**src/rtl/seq_alu_muldiv_if.sv**
```systemverilog
// Operand/result bundle between the operand muxes, the sequential ALU and the result mux.
interface seq_alu_muldiv_if #(
  parameter int WIDTH = 8
);
  logic             start;
  logic [3:0]       fun_sel;
  logic [WIDTH-1:0] a;
  logic [WIDTH-1:0] b;
  logic             busy;
  logic             done;
  logic [WIDTH-1:0] out_alu;
  logic [WIDTH-1:0] out_high;
  logic [3:0]       out_flag;
  logic             err;

  modport master (
    output start, fun_sel, a, b,
    input  busy, done, out_alu, out_high, out_flag, err
  );

  modport slave (
    input  start, fun_sel, a, b,
    output busy, done, out_alu, out_high, out_flag, err
  );
endinterface

```
**src/rtl/seq_alu_muldiv.sv**
```systemverilog
// Multi-cycle ALU: single-cycle ops plus shift-add multiply and restoring divide,
// with a start/busy/done handshake and flags {Z,C,N,O} registered on completion.
//
// state   | meaning
// ST_IDLE | waiting for start; single-cycle ops complete from here
// ST_MUL  | shift-add multiply, one partial product per edge
// ST_DIV  | restoring divide, one quotient bit per edge
module seq_alu_muldiv #(
  parameter int WIDTH = 8
) (
  input  logic            i_clk,
  input  logic            i_rst_n,
  seq_alu_muldiv_if.slave io_bus
);

  localparam int CW = $clog2(WIDTH + 1);
  localparam int MSB = WIDTH - 1;

  typedef enum logic [1:0] {
    ST_IDLE = 2'd0,
    ST_MUL  = 2'd1,
    ST_DIV  = 2'd2
  } state_t;

  state_t           r_state;
  state_t           w_state_nxt;
  logic [CW-1:0]    r_cnt;
  logic [WIDTH-1:0] r_opd;
  logic [WIDTH-1:0] r_hi;
  logic [WIDTH-1:0] r_lo;
  logic [WIDTH-1:0] r_out_alu;
  logic [WIDTH-1:0] r_out_high;
  logic [3:0]       r_flag;
  logic             r_err;
  logic             r_done;

  logic             w_accept;
  logic             w_div0;
  logic             w_last;
  logic             w_iter_op;

  assign w_accept  = io_bus.start && (r_state == ST_IDLE);
  assign w_div0    = (io_bus.fun_sel == 4'd13) && (io_bus.b == '0);
  assign w_iter_op = (io_bus.fun_sel == 4'd12) || ((io_bus.fun_sel == 4'd13) && !w_div0);
  assign w_last    = (r_cnt == CW'(1));

  always_ff @(posedge i_clk or negedge i_rst_n) begin
    if (!i_rst_n) r_state <= ST_IDLE;
    else          r_state <= w_state_nxt;
  end

  always_comb begin
    w_state_nxt = r_state;
    case (r_state)
      ST_IDLE: begin
        if (io_bus.start) begin
          if (io_bus.fun_sel == 4'd12)      w_state_nxt = ST_MUL;
          else if (w_iter_op)               w_state_nxt = ST_DIV;
        end
      end
      ST_MUL, ST_DIV: if (w_last) w_state_nxt = ST_IDLE;
      default:        w_state_nxt = ST_IDLE;
    endcase
  end

  // MUL: r_hi is the partial product, r_lo the multiplier shifting out.
  // DIV: r_hi is the remainder, r_lo shifts dividend out and quotient in.
  logic [WIDTH:0]   w_msum;
  logic [WIDTH:0]   w_dtrial;
  logic [WIDTH:0]   w_ddiff;
  logic [WIDTH-1:0] w_hi_nxt;
  logic [WIDTH-1:0] w_lo_nxt;

  always_comb begin
    w_msum   = {1'b0, r_hi} + (r_lo[0] ? {1'b0, r_opd} : '0);
    w_dtrial = {r_hi, r_lo[MSB]};
    w_ddiff  = w_dtrial - {1'b0, r_opd};
    w_hi_nxt = r_hi;
    w_lo_nxt = r_lo;
    if (r_state == ST_MUL) begin
      w_hi_nxt = w_msum[WIDTH:1];
      w_lo_nxt = {w_msum[0], r_lo[MSB:1]};
    end else if (r_state == ST_DIV) begin
      if (w_ddiff[WIDTH]) begin
        w_hi_nxt = w_dtrial[MSB:0];
        w_lo_nxt = {r_lo[MSB-1:0], 1'b0};
      end else begin
        w_hi_nxt = w_ddiff[MSB:0];
        w_lo_nxt = {r_lo[MSB-1:0], 1'b1};
      end
    end
  end

  logic [WIDTH:0]   w_add;
  logic [WIDTH:0]   w_sub;
  logic [WIDTH-1:0] w_res;
  logic [WIDTH-1:0] w_high;
  logic             w_c;
  logic             w_o;
  logic             w_err;
  logic [3:0]       w_flag;
  logic [3:0]       w_mul_flag;
  logic [3:0]       w_div_flag;

  assign w_add = {1'b0, io_bus.a} + {1'b0, io_bus.b}
               + {{WIDTH{1'b0}}, (io_bus.fun_sel == 4'd3) && r_flag[2]};
  assign w_sub = {1'b0, io_bus.a} - {1'b0, io_bus.b};

  always_comb begin
    w_res  = '0;
    w_high = '0;
    w_err  = 1'b0;
    w_c    = r_flag[2];
    w_o    = r_flag[0];
    case (io_bus.fun_sel)
      4'd0:  w_res = io_bus.a;
      4'd1:  w_res = io_bus.b;
      4'd2, 4'd3: begin
        w_res = w_add[MSB:0];
        w_c   = w_add[WIDTH];
        w_o   = (io_bus.a[MSB] == io_bus.b[MSB]) && (w_add[MSB] != io_bus.a[MSB]);
      end
      4'd4: begin
        w_res = w_sub[MSB:0];
        w_c   = w_sub[WIDTH];
        w_o   = (io_bus.a[MSB] != io_bus.b[MSB]) && (w_sub[MSB] != io_bus.a[MSB]);
      end
      4'd5:  w_res = io_bus.a & io_bus.b;
      4'd6:  w_res = io_bus.a | io_bus.b;
      4'd7:  w_res = io_bus.a ^ io_bus.b;
      4'd8:  w_res = ~io_bus.a;
      4'd9:  begin w_res = {io_bus.a[MSB-1:0], 1'b0};        w_c = io_bus.a[MSB]; end
      4'd10: begin w_res = {1'b0, io_bus.a[MSB:1]};          w_c = io_bus.a[0];   end
      4'd11: begin w_res = {io_bus.a[MSB], io_bus.a[MSB:1]}; w_c = io_bus.a[0];   end
      4'd13: begin
        w_res  = '1;
        w_high = io_bus.a;
        w_err  = 1'b1;
        w_c    = 1'b0;
        w_o    = 1'b0;
      end
      4'd14: begin w_res = {io_bus.a[MSB-1:0], io_bus.a[MSB]}; w_c = io_bus.a[MSB]; end
      4'd15: begin w_res = {io_bus.a[0], io_bus.a[MSB:1]};     w_c = io_bus.a[0];   end
      default: ;
    endcase
    w_flag = w_err ? 4'b0000 : {(w_res == '0), w_c, w_res[MSB], w_o};
  end

  assign w_mul_flag = {({w_hi_nxt, w_lo_nxt} == '0), (w_hi_nxt != '0), 1'b0, (w_hi_nxt != '0)};
  assign w_div_flag = {(w_lo_nxt == '0), 3'b000};

  always_ff @(posedge i_clk or negedge i_rst_n) begin
    if (!i_rst_n) begin
      r_cnt      <= '0;
      r_opd      <= '0;
      r_hi       <= '0;
      r_lo       <= '0;
      r_out_alu  <= '0;
      r_out_high <= '0;
      r_flag     <= '0;
      r_err      <= 1'b0;
      r_done     <= 1'b0;
    end else begin
      r_done <= 1'b0;
      if (w_accept) begin
        if (w_iter_op) begin
          r_cnt <= CW'(WIDTH);
          r_hi  <= '0;
          if (io_bus.fun_sel == 4'd12) begin
            r_opd <= io_bus.a;
            r_lo  <= io_bus.b;
          end else begin
            r_opd <= io_bus.b;
            r_lo  <= io_bus.a;
          end
        end else begin
          r_out_alu  <= w_res;
          r_out_high <= w_high;
          r_flag     <= w_flag;
          r_err      <= w_err;
          r_done     <= 1'b1;
        end
      end else if (r_state != ST_IDLE) begin
        r_cnt <= r_cnt - CW'(1);
        r_hi  <= w_hi_nxt;
        r_lo  <= w_lo_nxt;
        if (w_last) begin
          r_out_alu  <= w_lo_nxt;
          r_out_high <= w_hi_nxt;
          r_flag     <= (r_state == ST_MUL) ? w_mul_flag : w_div_flag;
          r_err      <= 1'b0;
          r_done     <= 1'b1;
        end
      end
    end
  end

  assign io_bus.busy     = (r_state != ST_IDLE);
  assign io_bus.done     = r_done;
  assign io_bus.out_alu  = r_out_alu;
  assign io_bus.out_high = r_out_high;
  assign io_bus.out_flag = r_flag;
  assign io_bus.err      = r_err;

endmodule

```
**src/flat_wrapper.sv**
```systemverilog
// flat-port wrapper written by rule: the top's interface ports become plain ports
module seq_alu_muldiv_flat 
#(
  parameter int WIDTH = 8
)
  (i_clk, i_rst_n, io_bus_start, io_bus_fun_sel, io_bus_a, io_bus_b, io_bus_busy, io_bus_done, io_bus_out_alu, io_bus_out_high, io_bus_out_flag, io_bus_err);
  seq_alu_muldiv_if #(.WIDTH(WIDTH)) io_bus_i ();
  input  logic i_clk;
  input  logic i_rst_n;
  input wire logic [$bits(io_bus_i.start)-1:0] io_bus_start;
  input wire logic [$bits(io_bus_i.fun_sel)-1:0] io_bus_fun_sel;
  input wire logic [$bits(io_bus_i.a)-1:0] io_bus_a;
  input wire logic [$bits(io_bus_i.b)-1:0] io_bus_b;
  output wire logic [$bits(io_bus_i.busy)-1:0] io_bus_busy;
  output wire logic [$bits(io_bus_i.done)-1:0] io_bus_done;
  output wire logic [$bits(io_bus_i.out_alu)-1:0] io_bus_out_alu;
  output wire logic [$bits(io_bus_i.out_high)-1:0] io_bus_out_high;
  output wire logic [$bits(io_bus_i.out_flag)-1:0] io_bus_out_flag;
  output wire logic [$bits(io_bus_i.err)-1:0] io_bus_err;
  assign io_bus_i.start = io_bus_start;
  assign io_bus_i.fun_sel = io_bus_fun_sel;
  assign io_bus_i.a = io_bus_a;
  assign io_bus_i.b = io_bus_b;
  assign io_bus_busy = io_bus_i.busy;
  assign io_bus_done = io_bus_i.done;
  assign io_bus_out_alu = io_bus_i.out_alu;
  assign io_bus_out_high = io_bus_i.out_high;
  assign io_bus_out_flag = io_bus_i.out_flag;
  assign io_bus_err = io_bus_i.err;
  seq_alu_muldiv #(.WIDTH(WIDTH)) u_core (.i_clk(i_clk), .i_rst_n(i_rst_n), .io_bus(io_bus_i));
endmodule
```
**config.mk**
```make
export PLATFORM = sky130hd
export DESIGN_NAME = seq_alu_muldiv_flat
export DESIGN_NICKNAME = d
export VERILOG_FILES = /design/src/rtl/seq_alu_muldiv_if.sv /design/src/rtl/seq_alu_muldiv.sv /design/src/flat_wrapper.sv
export SDC_FILE = /design/constraint.sdc
export NUM_CORES = 1
export LEC_CHECK = 0
export ABC_AREA = 0
export CAP_MARGIN = 20
export CORE_ASPECT_RATIO = 0.9
export CORE_MARGIN = 3
export CORE_UTILIZATION = 60
export DETAILED_ROUTE_END_ITERATION = 8
export PLACE_DENSITY = 0.87
export SLEW_MARGIN = 0
export SYNTH_ARGS = -nofsm -noshare
export SYNTH_HDL_FRONTEND = slang
export SYNTH_SLANG_ARGS = --single-unit
```
**constraint.sdc**
```tcl
create_clock -name i_clk -period 3.8 [get_ports i_clk]
set_input_delay 0.76 -clock i_clk [delete_from_list [all_inputs] [get_ports i_clk]]
set_output_delay 0.76 -clock i_clk [all_outputs]
set_load 0.01 [all_outputs]
```
Yosys cells after proc, flatten, opt, wreduce, memory -nomap -nowiden:

Index checks and enable logic that the tools add are counted.

* register bits: 52
* bits of input ports: 23

* $add $sub $neg: 6
* equal/unequal tests: 29
* reduce and logical (&&, ||, !) cells: 28
* bitwise logic cells: 4
* multiplexer cells: 50

Operators by type and width (number)
* 8-bit 2-to-1 mux: 23
* 8-bit one-hot mux with 14 select lines: 1
* 4-bit 2-to-1 mux: 9
* 4-bit == test (second input constant): 8
* 8-bit zero test: 3
* 4-bit by 3-bit == test with 1-bit output (second input constant): 4
* 16-bit zero test: 1
* 1-bit 2-to-1 mux: 10
* 8-bit by 8-bit adder with 9-bit output: 1
* 8-bit by 9-bit adder with 9-bit output: 1
* 9-bit by 1-bit adder with 9-bit output: 1
* 8-bit by 8-bit subtractor with 9-bit output: 1
* 9-bit by 8-bit subtractor with 9-bit output: 1
* 8-bit AND: 1
* 4-bit by 1-bit == test with 1-bit output (second input constant): 2
* 4-bit by 2-bit == test with 1-bit output (second input constant): 2
* 2-bit 2-to-1 mux: 4
* 8-bit NOT: 1
* 8-bit OR: 1
* 4-bit AND reduction: 2
* 8-bit nonzero test: 1
* 8-bit bitwise XOR: 1
* 7-bit inequality test (second input constant): 1
* 1-bit logical AND: 6
* 21 further kinds: 31

Longest topological paths before layout:

* depth in word-level cells: 9
* mapped depth: 14
* mapped depth without buffers: 12

Worst setup path before layout:

No wires, ideal clock.

* path kind: input port to flip-flop
* start point: in io_bus_a[0]
* end point: reg u_core.r_flag[3], in the netlist u_core.io_bus.out_flag[3]
* required time: 3714 ps
* path slack: 191 ps
* path buffers: 1
* library setup time: 86 ps
* data arrival time: 3523 ps
* cell stages on the path: 12
* cells stage by stage: clkbuf_1 inv_1 ha_1 fa_1 nor3_2 nor3_1 o31a_2 a221o_1 a2111o_1 nor4_2 a311oi_1 nor3_1

* word-level cells in the longest chain between the ends: 7

RTL lines
* start, declared: RTL line flat_wrapper.sv:12 `input wire logic [$bits(io_bus_i.a)-1:0] io_bus_a;`
* 8-bit by 8-bit adder with 9-bit output: RTL line seq_alu_muldiv.sv:105 `assign w_add = {1'b0, io_bus.a} + {1'b0, io_bus.b}`
* 9-bit by 1-bit adder with 9-bit output: RTL line seq_alu_muldiv.sv:106 `+ {{WIDTH{1'b0}}, (io_bus.fun_sel == 4'd3) && r_flag[2]};`
* 8-bit one-hot mux with 14 select lines *: RTL line seq_alu_muldiv.sv:115 `case (io_bus.fun_sel)`
* 8-bit zero test *: RTL line seq_alu_muldiv.sv:146 `w_flag = w_err ? 4'b0000 : {(w_res == '0), w_c, w_res[MSB], w_o};`
* 4-bit 2-to-1 mux *: RTL line seq_alu_muldiv.sv:146
* 4-bit 2-to-1 mux *: RTL line seq_alu_muldiv.sv:166 `if (w_iter_op) begin`
* 4-bit 2-to-1 mux *: RTL line seq_alu_muldiv.sv:165 `if (w_accept) begin`
* end signal, assigned: RTL line seq_alu_muldiv.sv:179 `r_flag <= w_flag;`
* end signal, assigned: RTL line seq_alu_muldiv.sv:190 `r_flag <= (r_state == ST_MUL) ? w_mul_flag : w_div_flag;`
* end, declared: RTL line seq_alu_muldiv.sv:33 `logic [3:0] r_flag;`

Mark *: on every way between the ends. The rest lies on a longest branch, timed or not. The select of a mux whose other input is x is not followed.
A chain may end at the register's enable or synchronous reset.

Final worst setup path:

* start point: in io_bus_fun_sel[1]
* end point: reg u_core.r_flag[3], in the netlist u_core.io_bus.out_flag[3]

* word-level cells in the longest chain between the ends: 8

RTL lines
* start, declared: RTL line flat_wrapper.sv:11 `input wire logic [$bits(io_bus_i.fun_sel)-1:0] io_bus_fun_sel;`
* 4-bit by 2-bit == test with 1-bit output: RTL line seq_alu_muldiv.sv:106, seq_alu_muldiv.sv:115
* 1-bit logical AND: RTL line seq_alu_muldiv.sv:106
* 9-bit by 1-bit adder with 9-bit output: RTL line seq_alu_muldiv.sv:106
* 8-bit one-hot mux with 14 select lines: RTL line seq_alu_muldiv.sv:115
* 8-bit zero test: RTL line seq_alu_muldiv.sv:146
* 4-bit 2-to-1 mux: RTL line seq_alu_muldiv.sv:146
* 4-bit 2-to-1 mux: RTL line seq_alu_muldiv.sv:166
* 4-bit 2-to-1 mux: RTL line seq_alu_muldiv.sv:165

Parallel ways exist; a longest one is shown, timed or not. The select of a mux whose other input is x is not followed.

==> run_results.csv <==
group,metric,value,unit
run_status,status,"complete, no violations",
cts,ctsResizeCount,0,
routing,drt_iter0_markers,898,
placed_design,dp_hpwl,14640,um
critical_path,crit_path_frequent_cell,"nor3_1",
cts,cts_made_buffers,5,
placed_design,placed_cell_area,6548,sq um
pwr,p_switching,2.218,mW
die,core.rowCount,33,
synth,ys_types,88,
die,dieArea,10770,sq um
layout,num-fill-cells,725,
sta,fin_skew,0.01475,ns
routing,wl_per_cell,20.64,um
pwr,power.leakage,2.885,nW
layout,nNetsFinal,870,
routing,via_per_inst,6.654,
pwr,clockPowerShare,0.099,
layout,most-common-layout-cells,"74 x nand2_1, 65 x buf_4, 61 x nor2_1, 58 x o21ai_0, 52 x dfrtp_1",
global_routing,grt_pass1_vias,5885,
cts,cts.sinks,52,
cts,clock-root-buffer,"clkbuf_8",
pwr,max-vdd-ir-drop,0.4142,mV
sta,tightest_slew,0.6294,ns
global_routing,grt_max_degree,53,
global_routing,overflow,0,
sta,max_freq,275.5,MHz
synth,syn_avg_cell_area,7.893,sq um
global_routing,grtUsageTotal,0.3538,
cts,cts_hold_buf,0,
synth,ys_seq_area_frac,0.2268,
cts,cts_tree,"done",
sta,slew_headroom,0.5799,
min_path,min_path_type,"input pin to async pin",
layout,fin_util,0.7290,
critical_path,r2r_end,"u_core.io_bus.out_flag[2]",
run,maxCapViolations,0,
critical_path,r2r_cells,11,
pwr,internal_power,2.369,mW
critical_path,crit_slowest_cell,"a311oi_1",
pwr,powerDensity,683.3,nW/um^2
cts,cts_htree_levels,2,
sta,holdWs,0.4335,ns
global_routing,grt_pass1_wl,30470,um
layout,fin_cells,919,
sta,setup_violations,0,
die,core,9208,sq um
synth,syn_inst,727,
routing,ant_nets,0,
critical_path,crit_required,4.03,ns
placed_design,dpl.cell_count,911,
critical_path,slowest_delay,0.59,ns
synth,ys.flop_type,"dfrtp_1",
pwr,combPwrFrac,0.670,
layout,final_cell_area,6713,sq um
placed_design,io_buffers,45,
critical_path,crit_chain,"clkdlybuf4s50_1 > nor3b_2 > nand3_1 > fa_1 > inv_1 > mux2i_1 > o211ai_1 > a311oi_1 > o211ai_2 > nor4_4 > nor3_1 > nor3_1",
pwr,seqPwrFrac,0.231,
critical_path,ff2ff_setup_slack,0.29,ns
die,start_util,0.6232,
routing,drcViolationCount,0,
die,dieWidth,109.1,um
synth,synth-edff-count,0,
layout,antenna_cells,0,
critical_path,cp-end-kind,"flip-flop",
sta,fin_crit,3.629,ns
routing,wirelength,18970,um
sta,finalHoldViolCount,0,
pwr,power.share.switching,0.4835,
layout,layout_commonest_cell,"nand2_1",
synth,netlist_area,5738,sq um
routing,first_pass_iters,5,
routing,vias,6115,
die,ios,46,
sta,setup_tns,0,ns
synth,syn_nets,800,
synth,ys_ff_latch,52,
synth,yosysWarningCount,0,
sta,rsz0062_at_grt,"false",
critical_path,r2r-start,"u_core.r_lo[7]",
critical_path,cp_max_fo,2,
global_routing,antenna_found_initial,0,
critical_path,critPathArrivalTime,3.86,ns
critical_path,start_kind,"input pin",
cts,clk_pin_slew,0.10,ns
synth,async_flop_share,1.000,
pwr,p_total,4.586,mW
die,die_h,98.78,um
cts,clkLatencyLatePin,0.31,ns
cts,cts_setup_buffers,0,
placed_design,post-place-ws,-0.1485,ns
cts,cts_buffer_depth,2,
critical_path,critPathKind,"input pin to flip-flop",
layout,area_delta_synth_final,16.99,%
sta,fin_crit_sh,0.9551,
sta,finalWorstSetupSlack,0.1706,ns
layout,drive_gt1_frac,0.1368,
placed_design,gp_congestion,1.048,
sta,drv_slew,0,
flip-flops by register name (all words and copies together) (netlist names):
| name | flops |
|---|---|
| u_core.r_lo | 8 |
| u_core.io_bus.out_flag | 4 |
| u_core.r_cnt | 4 |
| u_core.io_bus.out_alu | 8 |
| u_core.io_bus.err | 1 |
| u_core.io_bus.done | 1 |
| u_core.r_opd | 8 |
| u_core.io_bus.out_high | 8 |
| u_core.r_hi | 8 |
| u_core.r_state | 2 |
area by class of cell:
class                      count  area (sq um)  share of cell area
clock buffer                   5         68.82             0.01025
inverter                      48         180.2             0.02684
tap                          122         152.6             0.02274
multi-input combinational    579          3996              0.5953
clock inverter                 2         60.06            0.008947
timing repair buffer         111         953.4              0.1420
sequential                    52          1301              0.1938
kinds of logic after synthesis:
kind of cell | synth area share
buffers and inverters | 0.08112
AND/OR/NAND/NOR | 0.2194
XOR/XNOR | 0.01832
adder cells (fa/ha/maj) | 0.1156
flip-flops | 0.2268
multiplexers | 0.04950
AO/OA/AOI/OAI | 0.2894
worst max path at each step:
stage               depth (start not counted)                         to  slack [ns]         startpoint
floorplan                                  12  u_core.io_bus.out_flag[3]        0.19        io_bus_a[0]
global placement                           12  u_core.io_bus.out_flag[3]       -0.12        io_bus_a[0]
detailed placement                         12  u_core.io_bus.out_flag[3]       -0.15        io_bus_a[0]
CTS                                        12  u_core.io_bus.out_flag[3]        0.17        io_bus_a[0]
global route                               12  u_core.io_bus.out_flag[3]       0.007  io_bus_fun_sel[3]
finish                                     12  u_core.io_bus.out_flag[3]        0.17  io_bus_fun_sel[1]
layer usage:
| layer | share of wire | track usage | vias up |
|---|---|---|---|
| met1 | 0.40 | 0.4959 | 2831 |
| met2 | 0.45 | 0.5562 | 409 |
| met4 | 0.027 | 0.07670 | 0 |
| li1 | - | - | 2806 |
| met5 | 0 | 0 | - |
| met3 | 0.12 | 0.08317 | 69 |
worst max-delay path, delay by kind of cell:
| family | cells | cell delay (ns) |
|---|---|---|
| compound gates | 3 | 0.94 |
| fa+ha+maj | 1 | 0.52 |
| buf+inv | 2 | 0.52 |
| mux | 1 | 0.18 |
| simple gates | 5 | 0.93 |
power by group through the flow:
stage | Clock [mW] | Sequential [mW] | Combinational [mW]
6_report | 0.454 | 1.06 | 3.07
5_1_grt | 0.472 | 1.08 | 3.36
4_1_cts | 0.453 | 1.05 | 3.00
3_5_place_dp | 0 | 1.06 | 2.98
3_3_place_gp | 0 | 1.04 | 2.86
2_1_floorplan | 0 | 1.02 | 2.02
Yosys cell counts, types with 5 or more instances:
master	count	area (sq um)
clkbuf_8	6	82.58
a211oi_1	12	90.09
dfrtp_1	52	1301
nand4_1	5	31.28
o311ai_0	5	43.79
o31ai_1	8	60.06
a22oi_1	5	37.54
o221ai_1	5	43.79
nor3b_1	6	45.04
nor4_1	7	43.79
o21a_1	8	60.06
nand2_1	74	277.8
mux2i_1	25	250.2
buf_2	9	45.04
o21ai_0	58	290.3
fa_1	5	100.1
nor2b_1	8	50.05
nor2_1	61	229.0
nor3_1	20	100.1
nand2b_1	16	100.1
nand3_1	10	50.05
xnor2_1	10	87.58
and2_1	9	56.30
a311oi_1	6	52.55
a221oi_1	8	70.07
a21oi_1	50	250.2
nand3b_1	8	60.06
a22o_1	8	70.07
ha_1	45	563.0
clkbuf_1	24	90.09
a31oi_1	6	37.54
or3_1	5	31.28
inv_1	46	172.7
o211ai_1	8	60.06
Note: power is estimated with default switching activity, not from simulation.
